File: config.mk
export PLATFORM = sky130hd
export DESIGN_NAME = dca_matrix_row_assembler
export DESIGN_NICKNAME = d
export VERILOG_FILES = /design/src/rtl/dca_matrix_row_assembler_pkg.sv /design/src/rtl/dca_matrix_row_assembler_tile_bank.sv /design/src/rtl/dca_matrix_row_assembler.sv
export SDC_FILE = /design/constraint.sdc
export NUM_CORES = 2
export LEC_CHECK = 0
export CORE_UTILIZATION = 26
export DETAILED_ROUTE_END_ITERATION = 10
export DONT_BUFFER_PORTS = 1
export PLACE_DENSITY_LB_ADDON = 0.12
export SLEW_MARGIN = 10
export SYNTH_ARGS = -nofsm -noshare
export SYNTH_HDL_FRONTEND = slang
export SYNTH_SLANG_ARGS = --single-unit
File: constraint.sdc
create_clock -name clk -period 39.4 [get_ports clk]
set_input_delay 5.91 -clock clk [delete_from_list [all_inputs] [get_ports clk]]
set_output_delay 5.91 -clock clk [all_outputs]
set_load 0.05 [all_outputs]
File: src/rtl/dca_matrix_row_assembler_pkg.sv
// Shared definitions for the matrix row assembler: bank selection, width helpers
// and tile packing offsets used by both the assembler and the MAC side.
package dca_matrix_row_assembler_pkg;

    localparam int unsigned NUM_BANKS   = 2;
    localparam int unsigned BW_BANK_IDX = 1;

    typedef enum logic [BW_BANK_IDX-1:0] {
        BANK_0 = 1'b0,
        BANK_1 = 1'b1
    } bank_sel_e;

    function automatic int unsigned calc_bw_num_row(input int unsigned matrix_size);
        return $clog2(matrix_size + 1);
    endfunction

    function automatic int unsigned calc_bw_row_idx(input int unsigned matrix_size);
        return (matrix_size > 1) ? $clog2(matrix_size) : 1;
    endfunction

    // Row i of a packed tile lives at [i*bw_row +: bw_row].
    function automatic int unsigned tile_row_lsb(input int unsigned idx, input int unsigned bw_row);
        return idx * bw_row;
    endfunction

    function automatic bank_sel_e other_bank(input bank_sel_e b);
        return (b == BANK_0) ? BANK_1 : BANK_0;
    endfunction

endpackage

File: src/rtl/dca_matrix_row_assembler_tile_bank.sv
// One ping-pong tile bank: row storage, row count and full flag, with the
// unused rows masked to zero on the output.
module dca_matrix_row_assembler_tile_bank
    import dca_matrix_row_assembler_pkg::*;
#(
    parameter int unsigned BW_ROW      = 128,
    parameter int unsigned MATRIX_SIZE = 8,
    parameter int unsigned BW_NUM_ROW  = 4,
    parameter int unsigned BW_ROW_IDX  = 3
) (
    input  logic                          clk,
    input  logic                          rstnn,
    input  logic                          clear,
    input  logic                          wr_en,
    input  logic [BW_ROW_IDX-1:0]         wr_idx,
    input  logic [BW_ROW-1:0]             wr_data,
    input  logic                          close,
    input  logic [BW_NUM_ROW-1:0]         close_num_row,
    input  logic                          take,
    output logic                          full,
    output logic [BW_NUM_ROW-1:0]         num_row,
    output logic [MATRIX_SIZE*BW_ROW-1:0] tile
);

    logic [BW_ROW-1:0] rows [MATRIX_SIZE];

    // Row storage carries no reset; stale rows are hidden by the output mask.
    always_ff @(posedge clk) begin
        if (wr_en) begin
            rows[wr_idx] <= wr_data;
        end
    end

    always_ff @(posedge clk) begin
        if (!rstnn || clear) begin
            full    <= 1'b0;
            num_row <= '0;
        end else if (close) begin
            full    <= 1'b1;
            num_row <= close_num_row;
        end else if (take) begin
            full    <= 1'b0;
        end
    end

    always_comb begin
        tile = '0;
        for (int unsigned i = 0; i < MATRIX_SIZE; i++) begin
            if (i < 32'(num_row)) begin
                tile[tile_row_lsb(i, BW_ROW) +: BW_ROW] = rows[i];
            end
        end
    end

endmodule

File: src/rtl/dca_matrix_row_assembler.sv
// Assembles LSU row beats into ping-pong matrix tiles for the MAC datapath:
// row counter, bank pointers, missing-wlast flag and the output bank mux.
module dca_matrix_row_assembler
    import dca_matrix_row_assembler_pkg::*;
#(
    parameter  int unsigned BW_ROW      = 128,
    parameter  int unsigned MATRIX_SIZE = 8,
    localparam int unsigned BW_NUM_ROW  = calc_bw_num_row(MATRIX_SIZE)
) (
    input  logic                          clk,
    input  logic                          rstnn,
    input  logic                          clear,
    input  logic                          load_tensor_row_wvalid,
    input  logic                          load_tensor_row_wlast,
    input  logic [BW_ROW-1:0]             load_tensor_row_wdata,
    output logic                          load_tensor_row_wready,
    output logic                          matrix_valid,
    input  logic                          matrix_ready,
    output logic [MATRIX_SIZE*BW_ROW-1:0] matrix_data,
    output logic [BW_NUM_ROW-1:0]         matrix_num_row,
    output logic                          busy,
    output logic                          error_missing_last
);

    localparam int unsigned BW_ROW_IDX = calc_bw_row_idx(MATRIX_SIZE);
    localparam logic [BW_NUM_ROW-1:0] LAST_ROW = BW_NUM_ROW'(MATRIX_SIZE - 1);

    bank_sel_e                     wr_bank;
    bank_sel_e                     rd_bank;
    logic [BW_NUM_ROW-1:0]         row_cnt;
    logic [BW_NUM_ROW-1:0]         row_cnt_inc;
    logic                          error_q;

    logic [NUM_BANKS-1:0]          bank_full;
    logic [NUM_BANKS-1:0]          wr_sel;
    logic [NUM_BANKS-1:0]          rd_sel;
    logic [BW_NUM_ROW-1:0]         bank_num_row [NUM_BANKS];
    logic [MATRIX_SIZE*BW_ROW-1:0] bank_tile    [NUM_BANKS];

    logic                          accept;
    logic                          close_tile;
    logic                          take_tile;

    // Handshakes depend only on registered bank state, so a bank freed by a
    // take becomes writable one cycle later and wvalid never reaches matrix_valid.
    always_comb begin
        wr_sel                 = (wr_bank == BANK_1) ? 2'b10 : 2'b01;
        rd_sel                 = (rd_bank == BANK_1) ? 2'b10 : 2'b01;
        row_cnt_inc            = row_cnt + 1'b1;
        load_tensor_row_wready = !(|(bank_full & wr_sel)) && !clear;
        accept                 = load_tensor_row_wvalid && load_tensor_row_wready;
        close_tile             = accept && (load_tensor_row_wlast || (row_cnt == LAST_ROW));
        matrix_valid           = |(bank_full & rd_sel);
        take_tile              = matrix_valid && matrix_ready && !clear;
    end

    always_ff @(posedge clk) begin
        if (!rstnn || clear) begin
            wr_bank <= BANK_0;
            rd_bank <= BANK_0;
            row_cnt <= '0;
            error_q <= 1'b0;
        end else begin
            if (close_tile) begin
                row_cnt <= '0;
                wr_bank <= other_bank(wr_bank);
                if (!load_tensor_row_wlast) begin
                    error_q <= 1'b1;
                end
            end else if (accept) begin
                row_cnt <= row_cnt_inc;
            end
            if (take_tile) begin
                rd_bank <= other_bank(rd_bank);
            end
        end
    end

    for (genvar b = 0; b < NUM_BANKS; b++) begin : g_bank
        dca_matrix_row_assembler_tile_bank #(
            .BW_ROW      (BW_ROW),
            .MATRIX_SIZE (MATRIX_SIZE),
            .BW_NUM_ROW  (BW_NUM_ROW),
            .BW_ROW_IDX  (BW_ROW_IDX)
        ) u_tile_bank (
            .clk           (clk),
            .rstnn         (rstnn),
            .clear         (clear),
            .wr_en         (accept && wr_sel[b]),
            .wr_idx        (row_cnt[BW_ROW_IDX-1:0]),
            .wr_data       (load_tensor_row_wdata),
            .close         (close_tile && wr_sel[b]),
            .close_num_row (row_cnt_inc),
            .take          (take_tile && rd_sel[b]),
            .full          (bank_full[b]),
            .num_row       (bank_num_row[b]),
            .tile          (bank_tile[b])
        );
    end

    assign matrix_data        = rd_sel[1] ? bank_tile[1] : bank_tile[0];
    assign matrix_num_row     = rd_sel[1] ? bank_num_row[1] : bank_num_row[0];
    assign busy               = (|bank_full) || (row_cnt != '0);
    assign error_missing_last = error_q;

endmodule

==> impl_metrics.ini <==
[timing]
rsz0062_at_grt = no
finalMaxSlewViolations = 0
worst_slew_pin_slew_ns = 1.149
max_freq_mhz = 79.79
finClkSkew_ns = 0.04780
setup_ws_ns = 26.87
finalHoldViolCount = 0
relSlewSlack = 0.2328
fin_crit_ns = 12.53
tns_ns = 0
fin_crit_sh = 0.3181
setup_viol = 0

[pwr]
design_power_total_mw = 4.562
p_seq_frac = 0.532
internal-power_mw = 3.604
p_clk_frac = 0.449
netSwitchingPower_uw = 957.9
vdd_ir_drop_max_v = 0.00003630
swShare = 0.2100
p_per_area_nw_per_um2 = 54.08
comb_power_share = 0.019
leakage_nw = 26.27

[critical_path]
critPathMaxFanout = 8
crit_family = simple AND/OR/NAND/NOR gates
cp_cell_sequence = nor2_1
start_kind = input pin
critical_path.slowest_cell = nor2_1
required_ns = 33.49
worstSetupPathType = input pin to output pin
endpoint_kind = output pin
path_buf_inv = 0
slowest_delay_ns = 0.71
arrival_ns = 6.62

[yosys]
syn_area_um2 = 72640
synthTopCellsByArea = edfxtp_1, a22o_1, buf_2
synth_cell_types = 47
ys_ff_latch = 2065
synthArstFlopShare = 0
yosysTopAreaCell = edfxtp_1
synth_ff_type = edfxtp_1
syn_avg_cell_area_um2 = 21.03
ys_warn_count = 0
synth_top_area_frac = 0.8466
synth_nets = 3591
synthCells = 3455
synth_edf_count = 2048
synth_common_cells = edfxtp_1, a22o_1, buf_2
yosysSeqAreaShare = 0.8513
synth_most_common_cell = edfxtp_1

[layout]
utilization = 0.3043
drive_gt1_frac = 0.1179
area_growth_pct = 16.12
final_area_um2 = 84350
nets = 3687

[cts]
postCtsHoldBufs = 0
clkSlewWorstSetupHoldPaths_ns = 0.06
numCtsBuffers = 227
cts_tree = built
clkSinkCount = 2065
htreeDepth = 4
ctsResizeCount = 0
clockRootBuffer = clkbuf_16
post_cts_buffers = 0
clockBufferDepth = 4
worstSkewPairLatency_ns = 0.92

[drt]
vias = 36330
viasPerCell = 4.875
wl_per_cell_um = 36.75
drc_errors = 0
wl_um = 273900
initialDrtViolationCount = 2758
ant_nets = 0
drtPass1Iterations = 5

[floorplanning]
fp.dieH_um = 530.6
start_util = 0.2620
rows = 193
io_pins = 1166
die_area_um2 = 281500
die_w_um = 530.6
fp.coreArea_um2 = 277200

[status]
outcome = finished, final reports clean

[global_route]
grt-ovfl-total = 0
grt_pass1_vias = 34980
grt_usage = 0.1871
antenna_found_initial = 15
grt_pass1_wl_um = 353100
grt_max_degree = 73

[flow_run]
max_cap_viol_count = 0

[min_path]
hp-class = flop to flop

[place]
port_buffers = 0
gp_congestion = 0.7362
dp_slack_ns = 26.86
dp_hpwl_um = 172700
placedInstanceArea_um2 = 77260
## logic make-up after synthesis
logic type	Yosys count	synth area share
fa+ha+maj	2	0.0003444
buf+inv	242	0.01457
xor+xnor	2	0.0002412
compound gates	1059	0.1268
simple gates	75	0.005288
flops	2065	0.8513
mux	10	0.001447
## sequential cells by signal, summed over array words and instances, names as in the netlist
register / flops
error_missing_last: 1
row_cnt: 4
g_bank.u_tile_bank.rows: 2048
rd_bank: 1
g_bank.u_tile_bank.full: 2
wr_bank: 1
g_bank.u_tile_bank.num_row: 8
## stage by stage
stage | instances | hold WS (ns)
floorplan | 3455 | 0.4704
global placement | 7027 | 0.5172
detailed placement | 7027 | 0.5070
CTS | 7438 | 0.5217
global route | 7439 | 0.5567
finish | 7452 | 0.5281
## cell usage in the layout, fill, tap and decap left out, types with 5 or more instances in the layout
cell type / instances
a21oi_1: 6
a21oi_4: 5
a22o_1: 1025
buf_4: 103
bufinv_16: 16
clkbuf_1: 63
clkbuf_16: 229
clkinv_1: 55
clkinv_2: 35
dfxtp_1: 16
diode_2: 14
edfxtp_1: 2048
inv_1: 5
mux2i_1: 6
nand2_1: 20
nor2_1: 7
nor2_4: 14
## power groups by stage
stage                     clock [mW]  sequential [mW]  combinational (mW)
final                           2.05             2.43              0.0882
after global placement             0             2.47              0.0894
after detailed placement           0             2.47              0.0892
after CTS                       2.10             2.43              0.0894
after floorplan                    0             2.47              0.0662
after global routing            2.18             2.43              0.0902
## cell type report
cell class,instances,area [um2]
multi-input cells,1148,9975
diodes,14,35.03
repair buffers,104,793.3
well taps,3705,4636
flip-flops and latches,2065,61840
fillers,26960,192900
clock buffers,292,5967
inverters,5,18.77
clock inverters,119,1089
## worst paths after layout
check | from | endpoint | slack, ns | depth (start not counted)
worst max-delay path | clear | load_tensor_row_wready | 26.87 | 1
worst min register to register | wr_bank | wr_bank | 0.53 | 2
worst max register to register | g_bank[0].u_tile_bank.full | g_bank[0].u_tile_bank.rows[2][40] | 35.62 | 4
worst min-delay path | wr_bank | wr_bank | 0.53 | 2
## layer usage
layer,wire (um),share of wire,global-route usage
met5,0,0,0
met3,28480,0.10,0.07852
met1,109100,0.40,0.2284
met4,6277,0.023,0.04531
met2,130000,0.47,0.3044
No activity file was read; power rests on OpenSTA's default activity.
